File: config.mk
export PLATFORM = sky130hd
export DESIGN_NAME = rd_serial_rx
export DESIGN_NICKNAME = d
export VERILOG_FILES = /design/src/rtl/rd_serial_rx.sv
export SDC_FILE = /design/constraint.sdc
export NUM_CORES = 1
export LEC_CHECK = 0
export ABC_AREA = 1
export CAP_MARGIN = 20
export CORE_ASPECT_RATIO = 2
export CORE_MARGIN = 4
export CORE_UTILIZATION = 45
export CTS_CLUSTER_SIZE = 10
export DETAILED_ROUTE_END_ITERATION = 10
export GPL_ROUTABILITY_DRIVEN = 0
export PLACE_DENSITY = 0.69
export SYNTH_ARGS = -nofsm -noshare
export SYNTH_HDL_FRONTEND = slang
export SYNTH_SLANG_ARGS = --single-unit
export TNS_END_PERCENT = 20
File: constraint.sdc
create_clock -name CLK120 -period 1.8 [get_ports CLK120]
set_input_delay 0.36 -clock CLK120 [delete_from_list [all_inputs] [get_ports CLK120]]
set_output_delay 0.36 -clock CLK120 [all_outputs]
set_load 0.02 [all_outputs]
File: src/rtl/rd_serial_rx.sv
// RD serial receiver: synchronises an asynchronous serial clock and NCHAN
// data lanes, deserialises parity-protected words into a buffered memory.
// Ports:
//   CLK120, RST_N        clock and synchronous active-low reset
//   SERIAL_CLK_IN/DATA   asynchronous serial clock and per-lane data
//   TRIG_IN, BUF_WNUM    trigger request and target buffer
//   CLR_FULL, CLR_NUM    clear status of a buffer
//   TRIG_OUT             stretched trigger to RD
//   ENABLE_MEM_WRT, DATA_ADDR, DATA_TO_MEM  memory write port
//   BUF_FULL, BUF_BUSY, PAR_ERR, TIMEOUT_ERR, MISSED_TRIG  status
module rd_serial_rx #(
    parameter int NCHAN      = 2,
    parameter int DW         = 12,
    parameter int NWORDS     = 8192,
    parameter int BUF_BITS   = 2,
    parameter int ODD_PARITY = 1,
    parameter int TIMEOUT    = 4095,
    parameter int TRIG_LEN   = 4,
    localparam int NBUF      = 2**BUF_BITS,
    localparam int WW        = $clog2(NWORDS),
    localparam int AW        = BUF_BITS + WW
) (
    input  logic                  CLK120,
    input  logic                  RST_N,
    input  logic                  SERIAL_CLK_IN,
    input  logic [NCHAN-1:0]      SERIAL_DATA_IN,
    input  logic                  TRIG_IN,
    input  logic [BUF_BITS-1:0]   BUF_WNUM,
    input  logic                  CLR_FULL,
    input  logic [BUF_BITS-1:0]   CLR_NUM,
    output logic                  TRIG_OUT,
    output logic                  ENABLE_MEM_WRT,
    output logic [AW-1:0]         DATA_ADDR,
    output logic [16*NCHAN-1:0]   DATA_TO_MEM,
    output logic [NBUF-1:0]       BUF_FULL,
    output logic [NBUF-1:0]       BUF_BUSY,
    output logic [NBUF*NCHAN-1:0] PAR_ERR,
    output logic [NBUF-1:0]       TIMEOUT_ERR,
    output logic [7:0]            MISSED_TRIG
);

    localparam int BW = $clog2(DW + 1);
    localparam int TW = $clog2(TIMEOUT + 1);
    localparam int LW = $clog2(TRIG_LEN + 1);

    typedef enum logic [1:0] {S_IDLE, S_ARMED, S_RECV, S_DONE} state_t;

    state_t state_q, state_d;

    // sclk_q[0..1] synchroniser, sclk_q[2] previous synced value
    logic [2:0]                       sclk_q;
    logic [NCHAN-1:0]                 sd1_q, sd2_q;
    logic [BUF_BITS-1:0]              buf_q;
    logic [BW-1:0]                    bit_q;
    logic [WW-1:0]                    idx_q;
    logic [TW-1:0]                    to_q;
    logic [NCHAN-1:0][DW-1:0]         shreg_q;
    logic [NCHAN-1:0]                 par_q;
    logic [LW-1:0]                    trig_cnt_q;
    logic [7:0]                       missed_q;
    logic                             wr_q;
    logic [AW-1:0]                    addr_q;
    logic [16*NCHAN-1:0]              dout_q;
    logic [NBUF-1:0]                  full_q, busy_q, toerr_q;
    logic [NBUF-1:0][NCHAN-1:0]       perr_q;

    logic                             sedge, active, accept, rej;
    logic                             last_bit, word_end, last_word, tmo;
    logic [NCHAN-1:0]                 perr_new, perr_base;
    logic [16*NCHAN-1:0]              wdata;

    assign sedge     = sclk_q[1] & ~sclk_q[2];
    assign active    = (state_q == S_ARMED) || (state_q == S_RECV);
    assign accept    = TRIG_IN && (state_q == S_IDLE) && !full_q[BUF_WNUM];
    assign rej       = TRIG_IN && !accept;
    assign last_bit  = (bit_q == BW'(DW));
    assign word_end  = active && sedge && last_bit;
    assign last_word = (idx_q == WW'(NWORDS - 1));
    assign tmo       = active && !sedge && (to_q == TW'(TIMEOUT));

    // Accumulated data parity xor the parity bit gives the word parity
    assign perr_new  = par_q ^ sd2_q ^ {NCHAN{ODD_PARITY != 0}};
    // A clear and a new error in the same cycle keep the new error
    assign perr_base = (CLR_FULL && CLR_NUM == buf_q) ? '0 : perr_q[buf_q];

    always_comb begin
        wdata = '0;
        for (int c = 0; c < NCHAN; c++) begin
            wdata[16*c +: 16] = 16'(shreg_q[c]);
        end
    end

    always_comb begin
        state_d = state_q;
        unique case (state_q)
            S_IDLE:  if (accept) state_d = S_ARMED;
            S_ARMED: begin
                if (sedge)    state_d = S_RECV;
                else if (tmo) state_d = S_IDLE;
            end
            S_RECV: begin
                if (word_end && last_word) state_d = S_DONE;
                else if (tmo)              state_d = S_IDLE;
            end
            S_DONE:  state_d = S_IDLE;
            default: state_d = S_IDLE;
        endcase
    end

    always_ff @(posedge CLK120) begin
        if (!RST_N) state_q <= S_IDLE;
        else        state_q <= state_d;
    end

    always_ff @(posedge CLK120) begin
        if (!RST_N) begin
            sclk_q     <= '0;
            sd1_q      <= '0;
            sd2_q      <= '0;
            buf_q      <= '0;
            bit_q      <= '0;
            idx_q      <= '0;
            to_q       <= '0;
            shreg_q    <= '0;
            par_q      <= '0;
            trig_cnt_q <= '0;
            missed_q   <= '0;
            wr_q       <= 1'b0;
            addr_q     <= '0;
            dout_q     <= '0;
            full_q     <= '0;
            busy_q     <= '0;
            toerr_q    <= '0;
            perr_q     <= '0;
        end else begin
            sclk_q <= {sclk_q[1:0], SERIAL_CLK_IN};
            sd1_q  <= SERIAL_DATA_IN;
            sd2_q  <= sd1_q;
            wr_q   <= 1'b0;

            if (trig_cnt_q != '0) trig_cnt_q <= trig_cnt_q - 1'b1;
            if (rej && missed_q != 8'hFF) missed_q <= missed_q + 8'd1;

            if (CLR_FULL) begin
                full_q[CLR_NUM]  <= 1'b0;
                perr_q[CLR_NUM]  <= '0;
                toerr_q[CLR_NUM] <= 1'b0;
            end

            if (accept) begin
                buf_q             <= BUF_WNUM;
                perr_q[BUF_WNUM]  <= '0;
                toerr_q[BUF_WNUM] <= 1'b0;
                busy_q[BUF_WNUM]  <= 1'b1;
                trig_cnt_q        <= LW'(TRIG_LEN);
                bit_q             <= '0;
                idx_q             <= '0;
                to_q              <= '0;
                par_q             <= '0;
            end

            if (active) begin
                if (sedge) begin
                    to_q <= '0;
                    if (last_bit) begin
                        perr_q[buf_q] <= perr_base | perr_new;
                        wr_q          <= 1'b1;
                        addr_q        <= {buf_q, idx_q};
                        dout_q        <= wdata;
                        idx_q         <= idx_q + 1'b1;
                        bit_q         <= '0;
                        par_q         <= '0;
                    end else begin
                        for (int c = 0; c < NCHAN; c++) begin
                            shreg_q[c] <= DW'({shreg_q[c], sd2_q[c]});
                        end
                        par_q <= par_q ^ sd2_q;
                        bit_q <= bit_q + 1'b1;
                    end
                end else if (tmo) begin
                    toerr_q[buf_q] <= 1'b1;
                    busy_q[buf_q]  <= 1'b0;
                end else begin
                    to_q <= to_q + 1'b1;
                end
            end

            if (state_q == S_DONE) begin
                full_q[buf_q] <= 1'b1;
                busy_q[buf_q] <= 1'b0;
            end
        end
    end

    assign TRIG_OUT       = (trig_cnt_q != '0);
    assign ENABLE_MEM_WRT = wr_q;
    assign DATA_ADDR      = addr_q;
    assign DATA_TO_MEM    = dout_q;
    assign BUF_FULL       = full_q;
    assign BUF_BUSY       = busy_q;
    assign PAR_ERR        = perr_q;
    assign TIMEOUT_ERR    = toerr_q;
    assign MISSED_TRIG    = missed_q;

endmodule

==> flow_results.org, run 1 <==
** Clock tree
- The tree built by TritonCTS fans out to 137 sinks.
- Number of CTS-inserted buffers :: 17
- At the later pin of the worst-skew pair, clock insertion delay measures 420 ps.
- Buffer cell driving the clock tree root :: clkbuf_16
- The clock passes through at most 2 buffers.
- Hold repair after CTS inserted 0 buffers.
- CTS H-Tree Depth :: 4
- Clock slew at reported path FFs :: 60 ps
- TritonCTS built the clock tree.

** STA
- Headroom to the max-slew limit came out at 62.2%.
- The tightest hold path in the finished design has a slack of 418 ps.
- The final count of hold timing violations came to 0.
- In the final timing run, aggregate negative setup slack is 0 ps.
- The count of final max-slew check failures came to 0.
- Clock skew after layout :: 9.69 ps
- Setup violations remaining at the end of the flow were counted as 0.
- Shortest clock period the worst path allows after layout :: 1760 ps
- Slew of the pin with the lowest slew margin :: 567 ps
- Share of the clock period used by the worst path after layout :: 97.5%
- Achievable clock frequency :: 0.570 GHz

** Finish
- Finished layout cell area :: 0.00810 mm²
- The repair_antennas step left the layout with diodes totalling 0.
- Of the cells placed in the final design, the portion with a size suffix greater than 1 is 16.6%.
- Synthesis-to-layout area growth :: 34.0%
- In the final design database the tool counted 947 nets.

** GRT
- Initial antenna violation count :: 0
- The first global-routing pass estimated 25800 µm of wire.
- Vias in the first global route :: 5565
- Leftover overflow at the end of global routing :: 0
- Entering global routing, the biggest net connects 61 pins.
- Global routing consumed, over all layers together, 20.4% of the routing resources.

** Die
- Die extent in x :: 89.9 µm
- I/O Pins :: 88
- In this run the vertical extent of the chip is 172 µm.
- The core region is 0.0131 mm².
- The die covers 0.0155 mm².
- Initial cell density of the core :: 46.2%
- The floorplan has 59 rows.

** Critical path
- The number of cells on the worst reg-to-reg path is 9.
- Kind of start point of the critical path :: register
- Counting both buffers and inverters, the worst setup path holds a total of 1.
- R2r startpoint :: state_q[1]
- Along the worst path, the maximum fanout reaches 3.
- Required time of the critical path :: 1440 ps
- STA puts the critical path data arrival time at 1400 ps.
- The critical path is of the reg -> out type.
- Grouping stages by cell kind, the critical path spends the most delay in buffers and inverters.
- In this run the register-to-register setup slack is 90 ps.
- Longest individual stage delay on the worst path :: 620 ps
- Cell-by-cell trace of the critical path :: clkdlybuf4s50_1
- Critical Path Sink Type :: primary output
- Reg-to-Reg End :: idx_q[1]
- Worst-path cell with the longest stage delay :: clkdlybuf4s50_1

** Synth
- Yosys printed 0 warnings.
- Post-Syn Area :: 0.00604 mm²
- For this run, the register share of the synthesized area comes to 45.4%.
- Dominant register cell in the synthesized netlist :: dfxtp_1
- Async S/R FF share, synth :: 0%
- The synthesized design contains 137 register bits.
- Number of synthesized flops with an enable pin :: 0
- Mapped Avg Cell Area :: 7.63 µm²
- Count of mapped cells out of synthesis :: 792
- Cell variety after synth :: 43

** Route
- In the routed design, unresolved DRC markers number 0.
- The detailed router finished its first iteration with 244 violations.
- In this run the remaining antenna-violating nets after routing total 0.
- Aggregate routed wire length :: 15800 µm
- Via Count :: 5577
- Via-to-Cell Ratio :: 5.13
- After detailed routing, the average wire length per cell comes to 14.5 µm.
- The pre-antenna-repair detailed-routing pass consisted of 5 iterations.

** Placement
- Summing all placed instances gives a cell area of 0.00730 mm².
- The wire-length estimate of the detail-placed layout is 11200 µm.
- Number of buffers inserted by port buffering :: 79

** Pwr
- Total leakage power :: 3.44 nW
- VDD IR max :: 0.736 mV
- In this run the power density over the cells is 935 mW/mm².
- Total chip power :: 7.58 mW

** Outcome
- The run finished with clean final reports.

** Min path
- For hold timing, the worst endpoint is sd2_q[0].
- Hold Crit Start :: sd1_q[0]
- Hold WC Path Type :: reg -> reg
- Number of cells on the worst hold path :: 2

** Run
- Across the run, the number of max-cap violations was 0.
## layout by cell type (no fill, tap or decap), types with 7 or more instances in the layout
cell             Yosys  routed
a21oi_1             86      86
buf_4                9      53
clkbuf_16            0      19
clkdlybuf4s50_1      0      60
conb_1               1       8
dfxtp_1            137     137
dlygate4sd2_1        0      10
dlymetal6s2s_1       0       7
ha_1                13      11
inv_1               92      90
nand2_1            175     175
nand3_1             54      54
nand4_1              9       9
nor2_1              40      36
nor3_1              14      13
o21ai_0             49      48
o21ai_2             30      30
xor2_1              11      11
## synthesized netlist by cell type, types with 10 or more instances
cell type,n,share of area [%]
nor2_1,40,2.5
nand2_1,175,11
buf_2,10,0.83
o21ai_2,30,4.3
dfxtp_1,137,45
ha_1,13,2.7
a21oi_1,86,7.1
nor3_1,14,1.2
inv_1,92,5.7
o21ai_0,49,4.1
nand3_1,54,4.5
clkbuf_1,13,0.81
xor2_1,11,1.6
## metal layers
metal | GRT usage (%) | vias to the layer above | routed length (µm)
met5 | 0 | - | 0
met4 | 9.14 | 0 | 384
met3 | 4.05 | 29 | 491
met2 | 39.9 | 98 | 8950
met1 | 20.7 | 2616 | 5990
li1 | - | 2834 | -
## logic make-up after synthesis
group	share of synthesized area (%)
simple gates	22.4
buf+inv	9.55
xor+xnor	2.03
other cells	0.0621
compound gates	17.9
flops	45.4
fa+ha+maj	2.69
## through the flow
| stage | setup WS (ps) | cells | util, % |
|---|---|---|---|
| after global routing | -6.07 | 1088 | 62.0 |
| after global placement | -178 | 1046 | 55.9 |
| after CTS | -39.1 | 1078 | 60.6 |
| after floorplan | 69.8 | 799 | - |
| after detailed placement | -219 | 1046 | 55.9 |
| final | 44.2 | 1088 | 62.0 |
## sequential cells by signal, summed over array words and instances, names as in the netlist, 3 cells and up
register / count
BUF_BUSY: 4
trig_cnt_q: 3
DATA_TO_MEM: 24
MISSED_TRIG: 8
sclk_q: 3
to_q: 12
BUF_FULL: 4
TIMEOUT_ERR: 4
DATA_ADDR: 15
shreg_q: 24
bit_q: 4
idx_q: 13
PAR_ERR: 8
## power breakdown
group	switching [mW]	internal [mW]	total, mW	leakage (nW)
Sequential	0.0425	3.11	3.15	1.11
Clock	1.36	2.23	3.59	0.290
Combinational	0.503	0.336	0.839	2.04
Total	1.90	5.67	7.58	3.44
## timing repair
item                       CTS  global route
setup buffers                0             8
gates cloned                 0             2
pin swaps                    0             5
gates resized for setup     20            17
setup endpoints to repair   64            80
## how the worst max path moves through the flow
stage,startpoint,cells after the start,end,slack [ps]
2_1_floorplan,state_q[1],7,idx_q[1],70
3_3_place_gp,BUF_WNUM[0],10,TIMEOUT_ERR[2],-180
3_5_place_dp,BUF_WNUM[0],10,TIMEOUT_ERR[2],-220
4_1_cts,state_q[0],9,idx_q[11],-40
5_1_grt,trig_cnt_q[0],5,TRIG_OUT,-6
6_report,PAR_ERR[7],1,PAR_ERR[7],40
## layout make-up
class / instances / area, µm²
fillers: 1174 / 4970
multi-input cells: 528 / 2810
flip-flops and latches: 137 / 2740
repair buffers: 141 / 1370
clock buffers: 19 / 443
inverters: 98 / 373
well taps: 152 / 190
clock inverters: 13 / 170
Power figures use the tool's default switching activity.
==> inputs of run 2 (changes only) <==
- MAX_ROUTING_LAYER: default -> met4
==> run 2 against run 1 <==
Die area is the same. Final cell count is the same. Global-route usage grew 0.63 points. Core utilization is the same. Register-to-register slack is essentially flat. First-iteration DRC count shrank 2.5%. Sequential cell count is the same. Count of clock-buffer cells in the layout is the same. Combinational power is essentially flat. Hold slack lost 0.55 ps. Sequential power is essentially flat.
==> flow_results.org, run 2 (synthesis gave the netlist of run 1 again) <==
** Pwr
- The design draws 7.57 mW.
- Total leakage power :: 3.44 nW
- In this run switching power makes up 25.1% of total power.
- Pwr/cell area :: 935 mW/mm²
- Internal power contribution :: 5.67 mW
- VDD sags by at most 0.736 mV.
- Switching power summed over all nets :: 1.90 mW
- Sequential cells burn 41.6% of the power.
- Per report_power, the clock group accounts for 47.3% of the total.
- In this run, the combinational gates consume 11.1% of the power.

** Critical path
- Critical path arrival :: 1390 ps
- Setup slack on the worst reg-to-reg path comes out at 90 ps.
- Kind of start point of the critical path :: register
- Traced cell by cell, the critical path runs through clkdlybuf4s50_1.
- On the critical path the largest part of the delay comes from buffers and inverters.
- Data on the critical path is required at its endpoint by 1440 ps.
- The critical path is of the reg -> out type.
- Max Fanout on Critical Path :: 3
- Among all stages on the critical path, the largest delay is contributed by clkdlybuf4s50_1.
- Critical Path Sink Type :: primary output
- Longest individual stage delay on the worst path :: 620 ps
- Together, buffers and inverters on the worst path number 1.

** Finish
- Compared with the post-synthesis result, the final layout area differs by 34.0%.
- The post-route netlist has 16.6% of its cells at a drive strength greater than 1.
- In the final design database the tool counted 947 nets.
- The finished cells cover 0.00810 mm².
- Antenna Cells :: 0
- The library cell used most frequently in the layout, excluding fill and tap cells, is nand2_1.
- Final core area utilization :: 62.0%
- Most used cells in the layout excluding fill and tap cells :: nand2_1, dfxtp_1, inv_1

** STA
- Slew of the pin with the lowest slew margin :: 562 ps
- Count of endpoints failing setup in the final report :: 0
- The final critical path takes up 97.4% of the cycle.
- Headroom to the max-slew limit :: 62.5%
- Final number of max-transition violations :: 0
- Clock skew after layout :: 9.81 ps
- After routing, the total negative slack on setup checks comes to 0 ps.
- After layout, the minimum clock period comes to 1750 ps.
- The final count of hold timing violations was 0.
- Derived from the worst setup path, the maximum achievable clock frequency is 0.571 GHz.

** Placement
- Once placement finished, the instance area stood at 0.00730 mm².
- The count of buffers added on input and output ports is 79.
- Detailed placement ended at an HPWL of 11200 µm.

** Die
- For this design the top-level I/O count stands at 88.
- Initial cell density of the core :: 46.2%
- Total Die Area :: 0.0155 mm²
- In this run the horizontal extent of the chip is 89.9 µm.
- In this run the vertical extent of the chip is 172 µm.
- Row count :: 59
- The core region is 0.0131 mm².

** Run
- Max-cap violations in this run came to 0.

** Clock tree
- TritonCTS built the clock tree.
- The H-tree generated during clock tree synthesis spans 4 levels.
- Number of CTS-inserted buffers :: 17
- Clock slew at reported path FFs :: 60 ps
- The later pin in the worst-skew pair is clocked with a latency of 410 ps.
- Buffer cell driving the clock tree root :: clkbuf_16
- In this run, post-CTS hold repair placed 0 buffers.
- TritonCTS sink count :: 137
- Maximum root-to-sink buffer count :: 2

** Route
- The detailed router placed 5589 vias in this run.
- Post-route antenna net violation count :: 0
- Avg WL per Cell :: 14.5 µm
- Via-to-Cell Ratio :: 5.14
- For this run, design rule violations remaining after detail routing come to 0.
- For this block, the initial DRC count from the detailed router was 238.
- Drt pass-1 iters :: 5
- Aggregate routed wire length :: 15800 µm

** GRT
- Maximum number of pins on one net before global-route repair :: 61
- Global-route usage over all layers :: 21.0%
- After global routing the overflow that remains totals 0.
- The first global-routing pass estimated 25800 µm of wire.
- The number of global-route vias before repair was 5564.
- The initial antenna violation count was 0.

** Outcome
- Status :: finished, final reports clean

** Min path
- Hold WC Path Type :: reg -> reg
==> run 2: repair_timing <==
action                                  4_1_cts  5_1_grt
endpoints found under the setup margin       64       80
gates cloned                                  0        2
setup buffers                                 0        8
pin swaps                                     0        5
resized for setup                            20       17
==> run 2: final timing paths <==
| path | start | end | cells past startpoint |
|---|---|---|---|
| setup / recovery | PAR_ERR[7] | PAR_ERR[7] | 1 |
| hold / removal | sd1_q[0] | sd2_q[0] | 2 |
| hold reg to reg | sd1_q[0] | sd2_q[0] | 2 |
| setup reg to reg | state_q[1] | idx_q[1] | 9 |
==> run 2: final cells by class <==
type	count	area, µm²
Sequential cell	137	2740
Tap cell	152	190
Clock buffer	19	443
Timing Repair Buffer	141	1370
Inverter	98	373
Fill cell	1174	4970
Multi-Input combinational cell	528	2810
Clock inverter	13	170
==> run 2: per-layer routing <==
metal  routed length (µm)  track usage (%)  vias to the layer above
li1                     -                -                     2836
met1                 6010             20.9                     2602
met2                 8960             39.8                      125
met3                  510             3.83                       26
met4                  347             9.14                        0
met5                    0                -                        -
==> run 2: through the flow <==
step	hold slack (ps)	instances	worst slack, ps
floorplan	390	799	69.8
global placement	395	1046	-178
detailed placement	405	1046	-219
CTS	402	1078	-39.1
global route	450	1088	-6.09
finish	417	1088	47.6
==> run 2: power by group through the flow <==
| stage | sequential (mW) | combinational [mW] | clock, mW |
|---|---|---|---|
| final | 3.15 | 0.841 | 3.58 |
| after global routing | 3.16 | 0.932 | 3.78 |
| after CTS | 3.15 | 0.809 | 3.66 |
| after detailed placement | 3.21 | 0.795 | 0 |
| after global placement | 3.21 | 0.786 | 0 |
| after floorplan | 3.22 | 0.455 | 0 |
